<file path="src/rtl/muldiv_pkg.sv">
// Shared definitions for the RV32M multiply/divide sequencer: funct3 op codes,
// FSM state encoding and operand-signedness helpers.
package muldiv_pkg;

    localparam int unsigned XLEN_DEFAULT = 32;

    localparam logic [2:0] OP_MUL    = 3'b000;
    localparam logic [2:0] OP_MULH   = 3'b001;
    localparam logic [2:0] OP_MULHSU = 3'b010;
    localparam logic [2:0] OP_MULHU  = 3'b011;
    localparam logic [2:0] OP_DIV    = 3'b100;
    localparam logic [2:0] OP_DIVU   = 3'b101;
    localparam logic [2:0] OP_REM    = 3'b110;
    localparam logic [2:0] OP_REMU   = 3'b111;

    // Dividend that overflows a signed divide by -1.
    localparam logic [XLEN_DEFAULT-1:0] DIV_OVF_A = {1'b1, {(XLEN_DEFAULT-1){1'b0}}};

    typedef enum logic [1:0] {
        StIdle,
        StRun,
        StFix,
        StDone
    } state_e;

    function automatic logic op_a_signed(input logic [2:0] op);
        logic s;
        case (op)
            OP_MUL, OP_MULH, OP_MULHSU, OP_DIV, OP_REM: s = 1'b1;
            default:                                    s = 1'b0;
        endcase
        return s;
    endfunction

    function automatic logic op_b_signed(input logic [2:0] op);
        logic s;
        case (op)
            OP_MUL, OP_MULH, OP_DIV, OP_REM: s = 1'b1;
            default:                         s = 1'b0;
        endcase
        return s;
    endfunction

endpackage

</file>
<file path="src/rtl/muldiv_step.sv">
// One iteration of the sequencer datapath: shift-add multiply step or
// restoring divide step on a {high, low} double-width accumulator.
module muldiv_step #(
    parameter int unsigned XLEN = 32
) (
    input  logic              mode_div,
    input  logic [2*XLEN-1:0] acc_in,
    input  logic [XLEN-1:0]   operand,
    output logic [2*XLEN-1:0] acc_out,
    output logic              q_bit
);

    logic [XLEN:0]   mul_sum;
    logic [2*XLEN:0] sh;
    logic [XLEN+1:0] diff;
    logic            borrow;

    always_comb begin
        // Multiply: low half holds the remaining multiplier bits, LSB first.
        mul_sum = {1'b0, acc_in[2*XLEN-1:XLEN]} + (acc_in[0] ? {1'b0, operand} : '0);

        // Divide: shift {rem, dividend} left, trial-subtract divisor from rem.
        sh     = {acc_in, 1'b0};
        diff   = {1'b0, sh[2*XLEN:XLEN]} - {2'b00, operand};
        borrow = diff[XLEN+1];
        q_bit  = ~borrow;

        if (mode_div) begin
            acc_out = {(borrow ? sh[2*XLEN-1:XLEN] : diff[XLEN-1:0]), sh[XLEN-1:1], 1'b0};
        end else begin
            acc_out = {mul_sum, acc_in[XLEN-1:1]};
        end
    end

endmodule

</file>
<file path="src/rtl/muldiv_sequencer.sv">
// Iterative RV32M multiply/divide unit beside the EX-stage ALU; stalls the
// pipeline while running and returns result plus destination register.
module muldiv_sequencer
    import muldiv_pkg::*;
#(
    parameter int unsigned XLEN = XLEN_DEFAULT
) (
    input  logic            clk,
    input  logic            rst,
    input  logic            start,
    input  logic            flush,
    input  logic [2:0]      op,
    input  logic [XLEN-1:0] src_a,
    input  logic [XLEN-1:0] src_b,
    input  logic [4:0]      rd_in,
    output logic            stall_req,
    output logic            busy,
    output logic            done,
    output logic [XLEN-1:0] result,
    output logic [4:0]      rd_out
);

    localparam int unsigned     CntW    = $clog2(XLEN);
    localparam logic [CntW-1:0] CntLast = CntW'(XLEN - 1);
    localparam logic [XLEN-1:0] MinNeg  = {1'b1, {(XLEN-1){1'b0}}};

    state_e            state_q, state_d;
    logic [CntW-1:0]   cnt_q, cnt_d;
    logic [2:0]        op_q, op_d;
    logic [4:0]        rd_q, rd_d;
    logic [2*XLEN-1:0] acc_q, acc_d;
    logic [XLEN-1:0]   opnd_q, opnd_d;
    logic              neg_q, neg_d;
    logic [XLEN-1:0]   result_q, result_d;
    logic [4:0]        rd_out_q, rd_out_d;

    logic              accept;
    logic              sign_a, sign_b;
    logic [XLEN-1:0]   abs_a, abs_b;
    logic              div_zero, div_ovf;
    logic [XLEN-1:0]   special_res;
    logic [2*XLEN-1:0] prod;
    logic [XLEN-1:0]   div_sel;
    logic [XLEN-1:0]   fix_res;
    logic [2*XLEN-1:0] step_acc;
    logic              step_q;

    muldiv_step #(
        .XLEN(XLEN)
    ) u_step (
        .mode_div(op_q[2]),
        .acc_in  (acc_q),
        .operand (opnd_q),
        .acc_out (step_acc),
        .q_bit   (step_q)
    );

    always_comb begin
        accept   = (state_q == StIdle) && start && !flush;
        sign_a   = op_a_signed(op) & src_a[XLEN-1];
        sign_b   = op_b_signed(op) & src_b[XLEN-1];
        abs_a    = sign_a ? -src_a : src_a;
        abs_b    = sign_b ? -src_b : src_b;
        div_zero = op[2] && (src_b == '0);
        div_ovf  = ((op == OP_DIV) || (op == OP_REM)) && (src_a == MinNeg) && (src_b == '1);

        // op[1] selects remainder (REM/REMU) over quotient among the divides.
        if (div_zero) begin
            special_res = op[1] ? src_a : '1;
        end else begin
            special_res = op[1] ? '0 : MinNeg;
        end

        prod    = neg_q ? -acc_q : acc_q;
        div_sel = op_q[1] ? acc_q[2*XLEN-1:XLEN] : acc_q[XLEN-1:0];
        if (!op_q[2]) begin
            fix_res = (op_q == OP_MUL) ? prod[XLEN-1:0] : prod[2*XLEN-1:XLEN];
        end else begin
            fix_res = neg_q ? -div_sel : div_sel;
        end
    end

    always_comb begin
        state_d   = state_q;
        cnt_d     = cnt_q;
        op_d      = op_q;
        rd_d      = rd_q;
        acc_d     = acc_q;
        opnd_d    = opnd_q;
        neg_d     = neg_q;
        result_d  = result_q;
        rd_out_d  = rd_out_q;
        stall_req = 1'b0;

        unique case (state_q)
            StIdle: begin
                if (accept) begin
                    stall_req = 1'b1;
                    op_d      = op;
                    rd_d      = rd_in;
                    cnt_d     = CntLast;
                    if (div_zero || div_ovf) begin
                        state_d  = StDone;
                        result_d = special_res;
                        rd_out_d = rd_in;
                    end else if (op[2]) begin
                        state_d = StRun;
                        acc_d   = {{XLEN{1'b0}}, abs_a};
                        opnd_d  = abs_b;
                        neg_d   = op[1] ? sign_a : (sign_a ^ sign_b);
                    end else begin
                        state_d = StRun;
                        acc_d   = {{XLEN{1'b0}}, abs_b};
                        opnd_d  = abs_a;
                        neg_d   = sign_a ^ sign_b;
                    end
                end
            end
            StRun: begin
                if (flush) begin
                    state_d = StIdle;
                    cnt_d   = '0;
                end else begin
                    stall_req = 1'b1;
                    acc_d     = {step_acc[2*XLEN-1:1], (op_q[2] ? step_q : step_acc[0])};
                    if (cnt_q == '0) begin
                        state_d = StFix;
                    end else begin
                        cnt_d = cnt_q - 1'b1;
                    end
                end
            end
            StFix: begin
                if (flush) begin
                    state_d = StIdle;
                end else begin
                    stall_req = 1'b1;
                    result_d  = fix_res;
                    rd_out_d  = rd_q;
                    state_d   = StDone;
                end
            end
            StDone: begin
                state_d = StIdle;
            end
            default: begin
                state_d = StIdle;
            end
        endcase
    end

    always_ff @(posedge clk or posedge rst) begin
        if (rst) begin
            state_q  <= StIdle;
            cnt_q    <= '0;
            op_q     <= '0;
            rd_q     <= '0;
            acc_q    <= '0;
            opnd_q   <= '0;
            neg_q    <= 1'b0;
            result_q <= '0;
            rd_out_q <= '0;
        end else begin
            state_q  <= state_d;
            cnt_q    <= cnt_d;
            op_q     <= op_d;
            rd_q     <= rd_d;
            acc_q    <= acc_d;
            opnd_q   <= opnd_d;
            neg_q    <= neg_d;
            result_q <= result_d;
            rd_out_q <= rd_out_d;
        end
    end

    assign busy   = (state_q != StIdle);
    assign done   = (state_q == StDone);
    assign result = result_q;
    assign rd_out = rd_out_q;

endmodule

</file>
<file path="config.mk">
export PLATFORM = sky130hd
export DESIGN_NAME = muldiv_sequencer
export DESIGN_NICKNAME = d
export VERILOG_FILES = /design/src/rtl/muldiv_pkg.sv /design/src/rtl/muldiv_step.sv /design/src/rtl/muldiv_sequencer.sv
export SDC_FILE = /design/constraint.sdc
export NUM_CORES = 1
export LEC_CHECK = 0
export BUFFER_PORTS_ARGS = -buffer_cell sky130_fd_sc_hd__buf_2
export CORE_MARGIN = 5
export CORE_UTILIZATION = 30
export DETAILED_ROUTE_END_ITERATION = 8
export MAX_ROUTING_LAYER = met4
export SLEW_MARGIN = 30
export SYNTH_ARGS = -nofsm -noshare
export SYNTH_HDL_FRONTEND = slang
export SYNTH_SLANG_ARGS = --single-unit
</file>
<file path="constraint.sdc">
create_clock -name clk -period 5.32 [get_ports clk]
set_input_delay 0.532 -clock clk [delete_from_list [all_inputs] [get_ports clk]]
set_output_delay 0.532 -clock clk [all_outputs]
set_load 0.01 [all_outputs]
</file>
==> flow_summary.ini, run 1 <==
[run]
max_cap_violations = 0

[clock_tree]
clk_pin_slew_ps = 60
cts_tree = built
ctsHoldBuffers = 0
root_buffer = clkbuf_16
clock_latency_ps = 460
clk_path_buf_depth = 2
ctsResizeCount = 0
numCtsBuffers = 17
cts_sinks = 149
postCtsSetupRepairBufs = 0
cts.htree.levels = 4

[setup_path]
r2r_cells = 13
r2r-end = acc_q[62]
path_class = reg -> reg
crit_path_max_incr_delay_ps = 590
critPathArrivalTime_ps = 4630
r2r_slack_ps = 1060
start_kind = flip-flop
crit_fanout = 22
critPathSlowestCell = o31ai_1
critPathRequiredTime_ps = 5690
path_cells = inv_1 > buf_4 > nor2_1 > ha_1 > nand3_1 > o31ai_1 > a21oi_1 > o31ai_1 > a21oi_1 > o21ai_0 > mux2i_1 > mux2i_1 > a41oi_1
end_kind = flip-flop
worst_r2r_startpoint = acc_q[0]

[sta]
max_slew_margin = 0.375
slew_viol_final = 0
timing.final.ws_setup_ps = 1060
post-route-min-period_ps = 4260
rsz0062_at_grt = false
fin_worst_skew_ps = 14.9
finalSetupViolCount = 0
fin_crit_sh = 0.801
hold_viol = 0
tightest_slew_ps = 937
clock.fmax_mhz = 235
setup_tns_ps = 0

[yosys]
synthArstFlopShare = 1.00
ys_ff_latch = 149
avgSynthCellArea_sq_um = 7.42
syn_nets = 2319
synthCells = 2165
synth_ff_type = dfrtp_1
syn_area_sq_mm = 0.0161
yosysUniqueCellTypes = 85
ys_warn_count = 0
synth_edf_count = 0
yosysSeqAreaShare = 0.232

[die]
initial_utilization = 0.304
die_x_um = 241
die-height_um = 241
ioPinCount = 116
row_count = 84
dieArea_sq_mm = 0.0583
core-area_sq_mm = 0.0528

[final_layout]
ff_latch_area_sq_mm = 0.00373
drive_gt1_frac = 0.128
fillers = 5651
antenna_cells = 0
multiInputGateArea_sq_mm = 0.0114
area_growth_pct = 10.6
layout.nets = 2328
final_util = 0.337

[route]
antenna_left = 0
remaining_drc_errors = 0
num_vias = 16600
drt-vias-per-instance = 5.77
drtPass1Iterations = 6
drt_wl_total_mm = 63.7
drt_iter0_drc = 1782
wl_per_cell_um = 22.1

[power]
leakagePower_uw = 0.00737
vdd_drop_max_mv = 0.314
report.power.total_uw = 11400
power_density_mw_per_mm2 = 645

[global_route]
overflow = 0
first_global_vias = 15500
grt_pass1_wl_mm = 96.3
grt_usage = 0.219
grt_max_degree = 130
antenna_found_initial = 1

[placed_design]
dpl_worst_slack_ps = 1040
dp_hpwl_mm = 49.1
place.gp.congestion = 0.981
port_buffers = 115

[status]
status = finished, final reports clean

[hold_path]
hold_path_class = in -> async
==> critical path: cells and delay by family, from the launching register on <==
kind	cells	cell delay, ps
buffers and inverters	2	800
DFF	1	440
AOI/OAI and AO/OA	6	2000
adders and majority gates	1	390
muxes	2	340
and+or+nand+nor	2	190
==> cells by family after synthesis <==
group | share of synthesized area
AOI/OAI and AO/OA | 0.269
and+or+nand+nor | 0.197
buffers and inverters | 0.0600
xor gates and xnor gates | 0.106
DFF | 0.232
muxes | 0.0735
adders and majority gates | 0.0617
==> worst max-delay path by stage <==
stage	from	endpoint	slack, ps	depth (start not counted)
6_report	acc_q[0]	acc_q[62]	1060	13
5_1_grt	acc_q[0]	acc_q[62]	780	13
2_1_floorplan	rst	acc_q[0]	780	1
3_5_place_dp	src_b[11]	acc_q[49]	1040	13
4_1_cts	acc_q[0]	acc_q[62]	1140	13
3_3_place_gp	src_b[11]	acc_q[49]	1060	13
==> sequential cells by signal, summed over array words and instances, names as in the netlist <==
signal,count
state_q,2
op_q,3
result,32
rd_out,5
cnt_q,5
neg_q,1
opnd_q,32
acc_q,64
rd_q,5
==> routing by layer <==
metal | GRT usage | part of all wire | vias up | wire length (um)
met5 | - | 0 | - | 0
met3 | 0.0212 | 0.065 | 100 | 4160
li1 | - | - | 7774 | -
met4 | 0.0728 | 0.035 | 0 | 2220
met2 | 0.328 | 0.44 | 688 | 28100
met1 | 0.311 | 0.46 | 8029 | 29200
==> final cells by class <==
class | instances | area share
Tap cell | 688 | 0.0485
Clock inverter | 11 | 0.00719
Inverter | 73 | 0.0157
Timing Repair Buffer | 155 | 0.0504
Sequential cell | 149 | 0.210
Clock buffer | 21 | 0.0254
Multi-Input combinational cell | 1778 | 0.643
==> Yosys cell counts, types with 13 or more instances <==
| library cell | instances | share of area |
|---|---|---|
| nor2_1 | 247 | 0.058 |
| nand2_1 | 224 | 0.052 |
| o31ai_1 | 35 | 0.016 |
| o41ai_1 | 18 | 0.0098 |
| nand2b_1 | 13 | 0.0051 |
| nand3_1 | 33 | 0.010 |
| mux2_2 | 55 | 0.039 |
| buf_2 | 30 | 0.0093 |
| xor2_1 | 82 | 0.045 |
| nor4_1 | 14 | 0.0055 |
| inv_1 | 71 | 0.017 |
| ha_1 | 76 | 0.059 |
| o21ai_0 | 221 | 0.069 |
| a21o_1 | 33 | 0.015 |
| o21a_1 | 15 | 0.0070 |
| dfrtp_1 | 149 | 0.23 |
| o211ai_1 | 24 | 0.011 |
| xnor2_1 | 113 | 0.062 |
| and3_1 | 14 | 0.0055 |
| nand4_1 | 20 | 0.0078 |
| a211oi_1 | 41 | 0.019 |
| clkbuf_1 | 118 | 0.028 |
| or3_1 | 15 | 0.0058 |
| a31oi_1 | 15 | 0.0058 |
| a21oi_1 | 209 | 0.065 |
| mux2i_1 | 56 | 0.035 |
| nor3_1 | 47 | 0.015 |
==> where the power goes <==
group | internal, uW | switching [uW] | total (uW)
clock network | 705 | 544 | 1250
registers | 1650 | 982 | 2630
logic | 3020 | 4540 | 7570
==> through the flow <==
stage | cell area, sq um | hold WS [ps] | std cells
after floorplan | 16100 | 450 | 2165
after global placement | 17200 | 468 | 2843
after detailed placement | 17200 | 479 | 2843
after CTS | 17800 | 222 | 2875
after global routing | 17800 | 272 | 2875
final | 17800 | 206 | 2875
==> cells in the final DEF, fill, tap and decap left out, types with 33 or more instances in the layout <==
cell | synthesis | routed
nor2_1 | 247 | 246
inv_1 | 71 | 70
o31ai_1 | 35 | 35
nand2_1 | 224 | 224
xnor2_1 | 113 | 113
o21ai_0 | 221 | 221
mux2_2 | 55 | 55
a211oi_1 | 41 | 41
a21oi_1 | 209 | 208
buf_4 | 2 | 39
mux2i_1 | 56 | 56
xor2_1 | 82 | 82
nand3_1 | 33 | 33
dfrtp_1 | 149 | 146
buf_2 | 30 | 114
nor3_1 | 47 | 46
ha_1 | 76 | 74
a21o_1 | 33 | 33
Power figures use the tool's default switching activity.
==> run 2, diff against run 1 <==
==> constraint.sdc (replaced) <==
create_clock -name clk -period 4.3 [get_ports clk]
set_input_delay 0.43 -clock clk [delete_from_list [all_inputs] [get_ports clk]]
set_output_delay 0.43 -clock clk [all_outputs]
set_load 0.01 [all_outputs]
==> flow_summary.ini, run 2 (same netlist as run 1, synthesis figures left out) <==
[die]
row_count = 84
dieArea_sq_mm = 0.0583
core-area_sq_mm = 0.0528
ioPinCount = 116
initial_utilization = 0.304
die_x_um = 241
die-height_um = 241

[route]
num_vias = 16600
drt_iter0_drc = 1904
remaining_drc_errors = 0
drt_wl_total_mm = 64.1
wl_per_cell_um = 22.0
drt-vias-per-instance = 5.70
drtPass1Iterations = 6
antenna_left = 0

[global_route]
antenna_found_initial = 0
use_met3 = 0.0273
grt_use_met2 = 0.329
overflow = 0
grt_usage = 0.220
first_global_vias = 15700
met1_usage = 0.310
grt.busiest_layer = met2
grt_pass1_wl_mm = 96.8
grt_max_degree = 85

[sta]
fin_crit_sh = 0.895
setup_tns_ps = 0
rsz0062_at_grt = false
tightest_slew_ps = 998
holdWs_ps = 120
fin_worst_skew_ps = 17.3
slew_viol_final = 0
max_slew_margin = 0.326
finalSetupViolCount = 0
clock.fmax_mhz = 260
post-route-min-period_ps = 3850
hold_viol = 0

[setup_path]
crit_buf_inv = 2
critPathRequiredTime_ps = 4680
start_kind = flip-flop
r2r_slack_ps = 450
critPathArrivalTime_ps = 4220
critPathSlowestCell = dfrtp_1
end_kind = flip-flop
path_cells = inv_1 > nor2_1 > ha_1 > o211ai_1 > o211a_1 > o31ai_1 > a21oi_1 > o31ai_1 > buf_4 > a21oi_1 > o21ai_0 > mux2i_1 > mux2i_1 > a41oi_1
path_class = reg -> reg
crit_fanout = 10
crit_path_max_incr_delay_ps = 440
cp_top_family = compound AO/OA/AOI/OAI gates

[final_layout]
mostFrequentLayoutCell = nor2_1
area_growth_pct = 12.4
layout.nets = 2365
largest_reg_flops = 64
layout_common_cells = nor2_1 (247), nand2_1 (224), o21ai_0 (221), a21oi_1 (208), dfrtp_1 (146)
regMostFlops = acc_q
fin_cells = 2912
drive_gt1_frac = 0.143
fillers = 5668
fin_area_sq_mm = 0.0181
antenna_cells = 0

[clock_tree]
clock_latency_ps = 460
root_buffer = clkbuf_16
ctsHoldBuffers = 0
cts_tree = built
cts.htree.levels = 4
numCtsBuffers = 17
ctsResizeCount = 0
clk_path_buf_depth = 2
postCtsSetupRepairBufs = 0
clk_pin_slew_ps = 70
cts_sinks = 149

[placed_design]
dp.cells = 2880
postPlaceCellArea_sq_mm = 0.0175
place.gp.congestion = 0.991
port_buffers = 115
dp_hpwl_mm = 50.3

[hold_path]
hold_path_class = in -> async

[power]
vdd_drop_max_mv = 0.322
power_density_mw_per_mm2 = 794
leakagePower_uw = 0.00759

[run]
max_cap_violations = 0

[status]
status = finished, final reports clean
[run 2: cell count changes in the layout (fill, tap and decap cells not counted), sizes merged]
cell    change
inv         +6
clkinv      -1
bufinv      -1
buf        +37
clkbuf      -4
[run 2: final cells by class]
type / count / area, sq um / area share
tap: 688 / 861 / 0.0477
timing repair buffer: 192 / 1210 / 0.0668
clock inverter: 15 / 159 / 0.00880
sequential: 149 / 3730 / 0.207
inverter: 73 / 278 / 0.0154
clock buffer: 17 / 425 / 0.0236
multi-input combinational: 1778 / 11400 / 0.631
[run 2: worst paths after layout]
| kind | start | end | cells after the start |
|---|---|---|---|
| worst max register to register | acc_q[0] | acc_q[62] | 14 |
| max in group asynchronous | rst | result[27] | 3 |
| worst max-delay path | acc_q[0] | acc_q[62] | 14 |
| worst min-delay path | rst | opnd_q[11] | 2 |
| worst min register to register | opnd_q[7] | opnd_q[7] | 2 |
| min in group clk | rd_in[0] | rd_q[0] | 2 |
[run 2: through the flow]
stage / utilization / total power [uW] / setup WS [ps]
4_1_cts: 0.342 / 14200 / 473
2_1_floorplan: - / 9700 / 325
5_1_grt: 0.342 / 15300 / 194
3_5_place_dp: 0.331 / 12600 / 503
3_3_place_gp: 0.331 / 12500 / 534
6_report: 0.342 / 14300 / 451
[run 2: layer usage]
metal	wire, um	vias to the layer above
met5	0	-
met4	2220	0
met3	5020	81
met2	28100	726
met1	28700	7944
li1	-	7853
[run 2: power by group]
group | switching, uW | internal (uW)
clock network | 727 | 823
logic | 5800 | 3880
registers | 1060 | 2040
total | 7590 | 6750
==> run 3, diff against run 2 <==
--- a/config.mk
+++ b/config.mk
@@ -9,7 +9,6 @@
 export CORE_MARGIN = 5
 export CORE_UTILIZATION = 30
 export DETAILED_ROUTE_END_ITERATION = 8
-export MAX_ROUTING_LAYER = met4
 export SLEW_MARGIN = 30
 export SYNTH_ARGS = -nofsm -noshare
 export SYNTH_HDL_FRONTEND = slang
==> constraint.sdc (replaced) <==
create_clock -name clk -period 4.3 [get_ports clk]
set_input_delay 0.645 -clock clk [delete_from_list [all_inputs] [get_ports clk]]
set_output_delay 0.645 -clock clk [all_outputs]
set_load 0.01 [all_outputs]
==> flow_summary.ini, run 3 (same netlist as run 1, synthesis figures left out) <==
[status]
status = finished, final reports clean

[setup_path]
r2r-end = acc_q[59]
r2r_slack_ps = 450
critPathArrivalTime_ps = 4150
start_kind = flip-flop
r2r_cells = 11
end_kind = flip-flop
critPathSlowestCell = o41ai_1
crit_path_max_incr_delay_ps = 510
worst_r2r_startpoint = opnd_q[12]
path_cells = inv_1 > ha_1 > nand2_1 > a2111oi_0 > o21ai_0 > a31oi_1 > a32o_1 > o41a_2 > inv_1 > o41ai_1 > a31oi_1
critPathRequiredTime_ps = 4610
crit_fanout = 21
path_class = reg -> reg
crit_start = opnd_q[12]

[die]
ioPinCount = 116
initial_utilization = 0.304
dieArea_sq_mm = 0.0583
die_x_um = 241
core-area_sq_mm = 0.0528
row_count = 84
die-height_um = 241

[global_route]
grt.busiest_layer = met2
use_met3 = 0.0258
met1_usage = 0.308
overflow = 0
first_global_vias = 15600
antenna_found_initial = 0
grt_use_met2 = 0.319
grt_usage = 0.212
grt_pass1_wl_mm = 95.6
grt_max_degree = 90

[route]
drtPass1Iterations = 5
drt_iter0_drc = 1753
drt_wl_total_mm = 63.8
num_vias = 16700
drt-vias-per-instance = 5.71
wl_per_cell_um = 21.8
remaining_drc_errors = 0
antenna_left = 0

[final_layout]
regMostFlops = acc_q
mostFrequentLayoutCell = nor2_1
area_growth_pct = 13.0
drive_gt1_frac = 0.146
layout_common_cells = nor2_1 (247), nand2_1 (224), o21ai_0 (221), a21oi_1 (208), dfrtp_1 (146)
antenna_cells = 0
layout.nets = 2373
largest_reg_flops = 64
fin_cells = 2920

[clock_tree]
cts_tree = built
root_buffer = clkbuf_16
ctsHoldBuffers = 0
postCtsSetupRepairBufs = 0
cts.htree.levels = 4
clk_path_buf_depth = 2
clk_pin_slew_ps = 80
numCtsBuffers = 17
ctsResizeCount = 0
cts_sinks = 149
clock_latency_ps = 450

[power]
report.power.total_uw = 14400
vdd_drop_max_mv = 0.361
leakagePower_uw = 0.00765
power_density_mw_per_mm2 = 794

[sta]
setup_tns_ps = 0
post-route-min-period_ps = 3850
fin_worst_skew_ps = 13.0
finalSetupViolCount = 0
slew_viol_final = 0
fin_crit_sh = 0.895
tightest_slew_ps = 1010
max_slew_margin = 0.327
clock.fmax_mhz = 260
hold_viol = 0
rsz0062_at_grt = false
holdWs_ps = 134

[run]
max_cap_violations = 0

[placed_design]
port_buffers = 115
dp_hpwl_mm = 49.8
dp.cells = 2887
place.gp.congestion = 0.992

[hold_path]
hold_path_class = in -> async
## run 3: cell count changes in the layout (fill, tap and decap cells not counted), sizes merged
| cell | previous run | this run |
|---|---|---|
| clkinv | 5 | 7 |
| bufinv | 1 | 0 |
| buf | 192 | 200 |
| clkinvlp | 3 | 1 |
| inv | 79 | 80 |
## run 3: layout make-up
type	instances	area (sq um)
flip-flops and latches	149	3730
clock inverters	15	176
clock buffers	17	425
multi-input cells	1778	11400
well taps	688	861
fillers	5612	34600
repair buffers	200	1290
inverters	73	278
## run 3: worst max path at each step
stage	endpoint	cells past startpoint
2_1_floorplan	result[24]	16
3_3_place_gp	acc_q[59]	12
3_5_place_dp	result[21]	11
4_1_cts	acc_q[59]	11
5_1_grt	acc_q[44]	13
6_report	acc_q[59]	11
## run 3: report_power, final
group	internal, uW	switching [uW]	total, uW
Sequential	2040	1050	3090
Clock	790	780	1570
Combinational	3940	5820	9760
## run 3: metal layers
| layer | up-vias | part of all wire |
|---|---|---|
| met3 | 89 | 0.068 |
| met1 | 8052 | 0.46 |
| met4 | 0 | 0.042 |
| met5 | - | 0 |
| li1 | 7885 | - |
| met2 | 659 | 0.43 |
## run 3: critical path, delay by kind of cell, from the launching register on
family	cells	cell delay, ps
compound gates	7	2480
fa+ha+maj	1	420
flops	1	350
buf+inv	2	310
simple gates	1	130
## run 3: metrics by stage
| step | util | instance area [sq um] | setup WS [ps] |
|---|---|---|---|
| after global routing | 0.344 | 18200 | 236 |
| after floorplan | - | 16100 | 325 |
| final | 0.344 | 18200 | 452 |
| after detailed placement | 0.332 | 17500 | 400 |
| after global placement | 0.332 | 17500 | 399 |
| after CTS | 0.344 | 18100 | 491 |
